--- src/rtl/fm_discriminator.sv ---
// FM discriminator: pairs tagged offset-binary I/Q samples, computes Q0*I1 - I0*Q1,
// slices to OW bits and boxcar-decimates by 2^DEC_LOG2. Define FMDISC_SAT_EN to clamp instead of wrap.
module fm_discriminator #(
  parameter int unsigned     DW         = 10,
  parameter int unsigned     OW         = 10,
  parameter int unsigned     CHW        = 3,
  parameter logic [CHW-1:0]  I_CH       = 3'd6,
  parameter logic [CHW-1:0]  Q_CH       = 3'd4,
  parameter int unsigned     GAIN_SHIFT = 0,
  parameter int unsigned     DEC_LOG2   = 1
) (
  input  logic           clk,
  input  logic           rstn,
  input  logic           en,
  input  logic           in_valid,
  input  logic [CHW-1:0] channel,
  input  logic [DW-1:0]  X,
  output logic           raw_valid,
  output logic [OW-1:0]  raw_out,
  output logic           out_valid,
  output logic [OW-1:0]  out,
  output logic           pair_err
);

  localparam int unsigned PW   = 2 * DW;
  localparam int unsigned DDW  = 2 * DW + 1;
  localparam int unsigned SW   = DDW + GAIN_SHIFT;
  localparam int unsigned RSH  = 2 * DW - OW;
  localparam int unsigned AW   = OW + DEC_LOG2;
  localparam int unsigned CNTW = (DEC_LOG2 > 0) ? DEC_LOG2 : 1;
  localparam logic [CNTW-1:0] LAST = CNTW'((1 << DEC_LOG2) - 1);

  typedef enum logic {WAIT_I, WAIT_Q} state_t;

  state_t                state_q;
  logic                  accept;
  logic signed [DW-1:0]  s;
  logic signed [DW-1:0]  icur_q, i0_q, q0_q, i1_q, q1_q;
  logic                  primed_q, pv_q, pair_err_q;

  logic                  pv1_q, pv2_q, raw_valid_q;
  logic signed [PW-1:0]  pa_q, pb_q;
  logic signed [DDW-1:0] d_q;
  logic signed [OW-1:0]  v_q, v_d;
  logic signed [SW-1:0]  sh_l, sh_r;

  logic signed [AW-1:0]  acc_q, sum_d;
  logic [CNTW-1:0]       cnt_q;
  logic signed [OW-1:0]  dec_q;
  logic                  out_valid_q;

  assign accept = en & in_valid;
  assign s      = {~X[DW-1], X[DW-2:0]};

  always_ff @(posedge clk or negedge rstn) begin
    if (!rstn) begin
      state_q    <= WAIT_I;
      icur_q     <= '0;
      i0_q       <= '0;
      q0_q       <= '0;
      i1_q       <= '0;
      q1_q       <= '0;
      primed_q   <= 1'b0;
      pv_q       <= 1'b0;
      pair_err_q <= 1'b0;
    end else begin
      pv_q       <= 1'b0;
      pair_err_q <= 1'b0;
      if (accept) begin
        case (state_q)
          WAIT_I: begin
            if (channel == I_CH) begin
              icur_q  <= s;
              state_q <= WAIT_Q;
            end else if (channel == Q_CH) begin
              pair_err_q <= 1'b1;
            end
          end
          WAIT_Q: begin
            if (channel == Q_CH) begin
              i1_q     <= i0_q;
              q1_q     <= q0_q;
              i0_q     <= icur_q;
              q0_q     <= s;
              primed_q <= 1'b1;
              // The very first pair only loads history; it has no predecessor to cross with.
              pv_q     <= primed_q;
              state_q  <= WAIT_I;
            end else if (channel == I_CH) begin
              pair_err_q <= 1'b1;
              icur_q     <= s;
            end
          end
          default: state_q <= WAIT_I;
        endcase
      end
    end
  end

  always_ff @(posedge clk or negedge rstn) begin
    if (!rstn) begin
      pv1_q       <= 1'b0;
      pv2_q       <= 1'b0;
      raw_valid_q <= 1'b0;
      pa_q        <= '0;
      pb_q        <= '0;
      d_q         <= '0;
      v_q         <= '0;
    end else begin
      pv1_q       <= pv_q;
      pv2_q       <= pv1_q;
      raw_valid_q <= pv2_q;
      if (pv_q) begin
        pa_q <= PW'(q0_q) * PW'(i1_q);
        pb_q <= PW'(i0_q) * PW'(q1_q);
      end
      if (pv1_q) d_q <= DDW'(pa_q) - DDW'(pb_q);
      if (pv2_q) v_q <= v_d;
    end
  end

  // Gain is applied as a left shift before the fixed right shift so GAIN_SHIFT may exceed 2DW-OW.
  always_comb begin
    sh_l = SW'(d_q) <<< GAIN_SHIFT;
    sh_r = sh_l >>> RSH;
`ifdef FMDISC_SAT_EN
    if ((&sh_r[SW-1:OW-1]) | ~(|sh_r[SW-1:OW-1])) begin
      v_d = sh_r[OW-1:0];
    end else begin
      v_d = sh_r[SW-1] ? {1'b1, {(OW-1){1'b0}}} : {1'b0, {(OW-1){1'b1}}};
    end
`else
    v_d = sh_r[OW-1:0];
`endif
  end

`ifndef FMDISC_SAT_EN
  logic unused_sh_hi;
  assign unused_sh_hi = ^sh_r[SW-1:OW];
`endif

  assign sum_d = acc_q + AW'(v_q);

  always_ff @(posedge clk or negedge rstn) begin
    if (!rstn) begin
      acc_q       <= '0;
      cnt_q       <= '0;
      dec_q       <= '0;
      out_valid_q <= 1'b0;
    end else begin
      out_valid_q <= 1'b0;
      if (raw_valid_q) begin
        if (cnt_q == LAST) begin
          dec_q       <= OW'(sum_d >>> DEC_LOG2);
          out_valid_q <= 1'b1;
          acc_q       <= '0;
          cnt_q       <= '0;
        end else begin
          acc_q <= sum_d;
          cnt_q <= cnt_q + CNTW'(1);
        end
      end
    end
  end

  assign raw_valid = raw_valid_q;
  assign raw_out   = {~v_q[OW-1], v_q[OW-2:0]};
  assign out_valid = out_valid_q;
  assign out       = {~dec_q[OW-1], dec_q[OW-2:0]};
  assign pair_err  = pair_err_q;

endmodule

--- config.mk ---
export PLATFORM = sky130hd
export DESIGN_NAME = fm_discriminator
export DESIGN_NICKNAME = d
export VERILOG_FILES = /design/src/rtl/fm_discriminator.sv
export SDC_FILE = /design/constraint.sdc
export NUM_CORES = 1
export LEC_CHECK = 0
export BUFFER_PORTS_ARGS = -buffer_cell sky130_fd_sc_hd__buf_4
export CORE_ASPECT_RATIO = 1.1
export CORE_MARGIN = 2
export CORE_UTILIZATION = 43
export CTS_BUF_LIST = sky130_fd_sc_hd__clkbuf_2 sky130_fd_sc_hd__clkbuf_4 sky130_fd_sc_hd__clkbuf_8
export DETAILED_ROUTE_END_ITERATION = 12
export MAX_ROUTING_LAYER = met4
export SLEW_MARGIN = 20
export SYNTH_ARGS = -nofsm -noshare
export SYNTH_HDL_FRONTEND = slang
export SYNTH_SLANG_ARGS = --single-unit
--- constraint.sdc ---
create_clock -name clk -period 12.11 [get_ports clk]
set_input_delay 1.211 -clock clk [delete_from_list [all_inputs] [get_ports clk]]
set_output_delay 1.211 -clock clk [all_outputs]
set_load 0.02 [all_outputs]
# --- Word-level counts from Yosys, hierarchy flattened ---
# Index checks and enable logic that the tools add are counted.
# Widths: inputs -> output; s select.
totals:
  register_bits: 150
  in_bits: 17
  out_inout_bits: 23
  elab_cells: 54
classes:
  n_addsub: 3
  multipliers: 2
  n_eq_ne: 3
  mux: 18
  bitwise: 5
  n_reduce_logical: 3
ops:
  columns: ["op", "n"]
  rows:
  - ["$mul 10x10->20", 2]
  - ["$mux 10", 2]
  - ["$pmux 10 s2", 1]
  - ["$sub 20x20->20", 1]
  - ["$mux 1", 12]
  - ["$add 11x10->11", 1]
  - ["$mux 11", 1]
  - ["$eq 3x3->1 const B", 2]
  - ["$not 1->1", 4]
  - ["$pmux 1 s2", 2]
  - ["$reduce_and 2->1", 2]
  - ["$reduce_and 3->1", 1]
  - ["$ne 2x2->1 const B", 1]
  - ["$add 1x1->1 const B", 1]
  - ["$and 1x1->1", 1]

# --- Depth between registers and ports, before layout ---
logic_depth:
  ltp_word: 5
  ltp_mapped: 19
  mapped_depth_nobuf: 18

# --- Worst setup path after synthesis ---
# OpenSTA, ideal clock, no wires.
synth_path:
  kind: "flip-flop to flip-flop"
  from: "reg q0_q[9]"
  to: "reg pa_q[17]"
  setup_ps: 125
  arrival_time_ps: 5076
  required_time_ps: 11985
  slack_ps: 6909
  stages_incl_launch_ff: 18
  path_buffers: 1
  cell_sequence: "dfrtp_1 clkbuf_1 nand2_1 fa_1 inv_1 fa_1 fa_1 fa_1 inv_1 fa_1 inv_1 ha_1 and4_1 o211a_1 a221o_2 a311oi_2 xnor2_1 mux2_4"
synth_via:
  elab_chain_len: 1
synth_lines:
  columns: ["element", "line_no", "text"]
  rows:
  - ["start: declaration", "38", "logic signed [DW-1:0] icur_q, i0_q, q0_q, i1_q, q1_q;"]
  - ["start signal: assignment", "84", "q0_q <= s;"]
  - ["$mul 10x10->20", "114", "pa_q <= PW'(q0_q) * PW'(i1_q);"]
  - ["end signal: assignment", "114", null]
  - ["end: declaration", "42", "logic signed [PW-1:0] pa_q, pb_q;"]
# Every way passes these cells.
# A chain may end at the register's enable or synchronous reset.

# --- Worst setup path after layout ---
layout_path:
  from: "reg i1_q[1]"
  to: "reg pa_q[17]"
layout_via:
  elab_chain_len: 1
layout_lines:
  columns: ["element", "line_no", "text"]
  rows:
  - ["start: declaration", "38", null]
  - ["start signal: assignment", "81", "i1_q <= i0_q;"]
  - ["$mul 10x10->20", "114", null]
# Every way passes these cells.

==> impl_metrics.csv <==
group,metric,value,unit
timing,skew,0.0184,ns
synth,synth_top_area_share,25.2,%
global_routing,top_usage_layer,"met2",
die,die_y,197,um
global_routing,use_met2,30.5,%
synth,synth_area_per_cell,9.68,um2
critical_path,critPathRequiredTime,12.46,ns
synth,ys_ff_latch,140,
clock_tree,tritoncts,"yes",
synth,postSynthCellCount,1503,
clock_tree,cts_buffers,17,
synth,yosysMostFrequentCell,"inv_1",
clock_tree,cts.reportedPaths.clkPinSlew,0.10,ns
critical_path,timing.rr.start,"i1_q[1]",
critical_path,worstSetupEndpointType,"flip-flop",
synth,synth.distinct_cells,65,
drt,wl_per_cell,15.6,um
clock_tree,htreeDepth,4,
timing,relSlewSlack,41.6,%
synth,synth_nets,1829,
power_and_ir_drop,p_clk_share,23.8,%
timing,final.min_clock_period,5.46,ns
finish,nets,1812,
critical_path,slowest_stage,"dfrtp_1",
critical_path,path_depth,16,
clock_tree,ctsHoldBuffers,0,
timing,rsz0062_at_grt,"no",
global_routing,grt_max_degree,74,
synth,synth_commonest_cells,"inv_1 (303), fa_1 (183), nand2_1 (159)",
die,dieArea,35300,um2
power_and_ir_drop,p_switching,0.000726,W
global_routing,use_met1,24.3,%
critical_path,cpLargestDelayFamily,"adder cells",
power_and_ir_drop,p_seq_share,33.7,%
finish,syn2layout_area_growth,6.36,%
timing,tns,0,ns
die,core_area,33300,um2
timing,worst_pin_slew,0.876,ns
global_routing,met3_usage,2.33,%
timing,drv_slew,0,
power_and_ir_drop,pwr-share-comb,42.4,%
power_and_ir_drop,power_density,113,nW/um2
drt,drc_errors,0,
critical_path,startpoint_type,"flip-flop",
clock_tree,clk_path_buf_depth,2,
finish,instances_no_fill,1931,
drt,first_pass_iters,5,
synth,synth_area_leaders,"fa_1 (25%), dfrtp_1 (24%), ha_1 (11%), inv_1 (7.8%), mux2_2 (5.7%)",
power_and_ir_drop,p_leak,8.02,nW
critical_path,crit_type,"flip-flop to flip-flop",
run_status,status,"completed",
clock_tree,cts_setup_buffers,0,
placement,dpl.hpwl,24.1,mm
critical_path,critical_path_arrival,5.81,ns
clock_tree,clk_latency,0.46,ns
clock_tree,cts_resized,0,
die,ios,40,
critical_path,path_cells,"nand2_1 -> fa_1 -> inv_1 -> fa_1 -> fa_1 -> fa_1 -> inv_1 -> fa_1 -> inv_1 -> ha_1 -> and4_1 -> o211a_1 -> a221o_2 -> a311oi_2 -> xnor2_1 -> mux2_4",
power_and_ir_drop,intPower,0.00102,W
drt,via_per_inst,5.03,
placement,port_buffers,39,
die,num_rows,70,
global_routing,overflow,0,
timing,hold_violations,0,
die,start_util,43.7,%
global_routing,grt_pass1_vias,10200,
synth,synth_seq_area_share,24.1,%
clock_tree,cts.sinks,140,
drt,drtIter0Drc,364,
finish,antenna_cells,0,
global_routing,antenna_found_initial,0,
synth,yosysWarnings,0,
critical_path,r2r_cells,16,
power_and_ir_drop,swShare,41.5,%
timing,setup_viol,0,
drt,antenna_left,0,
synth,synth_edf_count,0,
synth,netlist_area,14500,um2
hold_path,min-delay-start,"primed_q",
power_and_ir_drop,ir_drop,71.4,uV
critical_path,cpPeakStageDelay,0.58,ns
drt,wirelength,30.0,mm
synth,yosys.area.top_type,"fa_1",
placement,gp_congestion,0.878,
timing,min_period_over_period,45.1,%
critical_path,worstPathMaxFanout,11,
hold_path,timing.hold.worst_path_depth,1,
finish,drive_above_1_share,10.7,%
hold_path,holdCritPathClass,"flip-flop to flip-flop",
clock_tree,cts_root_buf,"clkbuf_8",
synth,synth_ff_type,"dfrtp_1",
finish,fill_cells,3218,
critical_path,cp_num_buf_inv,3,
synth,synthArstFlopShare,100,%
die,die_x,179,um
global_routing,grt_pass1_wl,50.6,mm
global_routing,grt_use_total,18.5,%
placement,dp_cells,1899,
drt,dr_total_vias,9704,
critical_path,crit_start,"i1_q[1]",
job,max_cap_violations,0,
critical_path,crit_path_frequent_cell,"fa_1",
timing,fmax,183,MHz
area by class of cell:
type	instances	area [um2]	share of cell area [%]
flip-flops and latches	140	3500	22.6
clock inverters	15	190	1.23
repair buffers	42	319	2.06
clock buffers	17	234	1.51
multi-input cells	980	9540	61.7
inverters	305	1140	7.40
well taps	432	541	3.49
stage by stage:
stage                     hold WS [ns]  power [W]  setup slack (ns)  cell area [um2]  util [%]
final                            0.481    0.00175              6.65            15500      46.5
after global routing             0.501    0.00191              6.42            15500      46.5
after CTS                        0.472    0.00177              6.62            15500      46.5
after detailed placement         0.447    0.00135              6.63            15100      45.2
after global placement           0.442    0.00133              6.78            15100      45.2
after floorplan                  0.380    0.00115              6.91            14500         -
sequential cells by signal, indices dropped and copies added (netlist names), 10 cells and up:
| signal | count |
|---|---|
| i1_q | 10 |
| pa_q | 20 |
| icur_q | 10 |
| dec_q | 10 |
| q0_q | 10 |
| v_q | 10 |
| q1_q | 10 |
| d_q | 10 |
| pb_q | 20 |
| acc_q | 11 |
| i0_q | 10 |
cells in the final DEF (no fill, tap or decap), types with 5 or more instances in the layout:
| master | instances |
|---|---|
| a211oi_1 | 12 |
| a21o_1 | 11 |
| xor2_1 | 14 |
| mux2i_1 | 6 |
| nand3_1 | 11 |
| o21bai_1 | 6 |
| nor3_1 | 6 |
| nand4_1 | 5 |
| a31oi_1 | 8 |
| o21ai_0 | 60 |
| mux2_2 | 74 |
| xnor2_1 | 43 |
| o2bb2ai_1 | 9 |
| nand2_1 | 159 |
| clkbuf_8 | 17 |
| o21a_1 | 8 |
| o211ai_1 | 7 |
| and2_1 | 74 |
| ha_1 | 126 |
| inv_1 | 303 |
| a21oi_1 | 41 |
| buf_4 | 41 |
| dfrtp_1 | 139 |
| nand2b_1 | 10 |
| inv_6 | 7 |
| nor2_1 | 43 |
| fa_1 | 183 |
cell families after synthesis:
logic type | Yosys count | synth area share [%]
buffers and inverters | 383 | 10.4
AND/OR/NAND/NOR | 335 | 11.0
adder cells (fa/ha/maj) | 309 | 36.0
AO/OA/AOI/OAI | 198 | 8.89
flip-flops | 140 | 24.1
multiplexers | 81 | 6.24
XOR/XNOR | 57 | 3.43
layer usage:
layer,up-vias,wire length (um)
li1,4707,-
met1,4791,14000
met2,175,14500
met3,31,894
met4,0,620
met5,-,0
path summary, 6_finish.rpt:
| path | slack (ns) | endpoint |
|---|---|---|
| max in group asynchronous | 9.97 | pv_q |
| worst min-delay path | 0.48 | primed_q |
| worst max-delay path | 6.65 | pa_q[17] |
| worst min register to register | 0.48 | primed_q |
| worst max register to register | 6.65 | pa_q[17] |
| min in group asynchronous | 0.73 | acc_q[1] |
power by group through the flow:
stage          sequential (W)  clock, W  combinational (W)
4_1_cts              0.000590  0.000427           0.000749
2_1_floorplan        0.000537         0           0.000609
5_1_grt              0.000599  0.000449           0.000858
6_report             0.000591  0.000417           0.000743
3_5_place_dp         0.000600         0           0.000745
3_3_place_gp         0.000597         0           0.000731
Note: power is estimated with default switching activity, not from simulation.
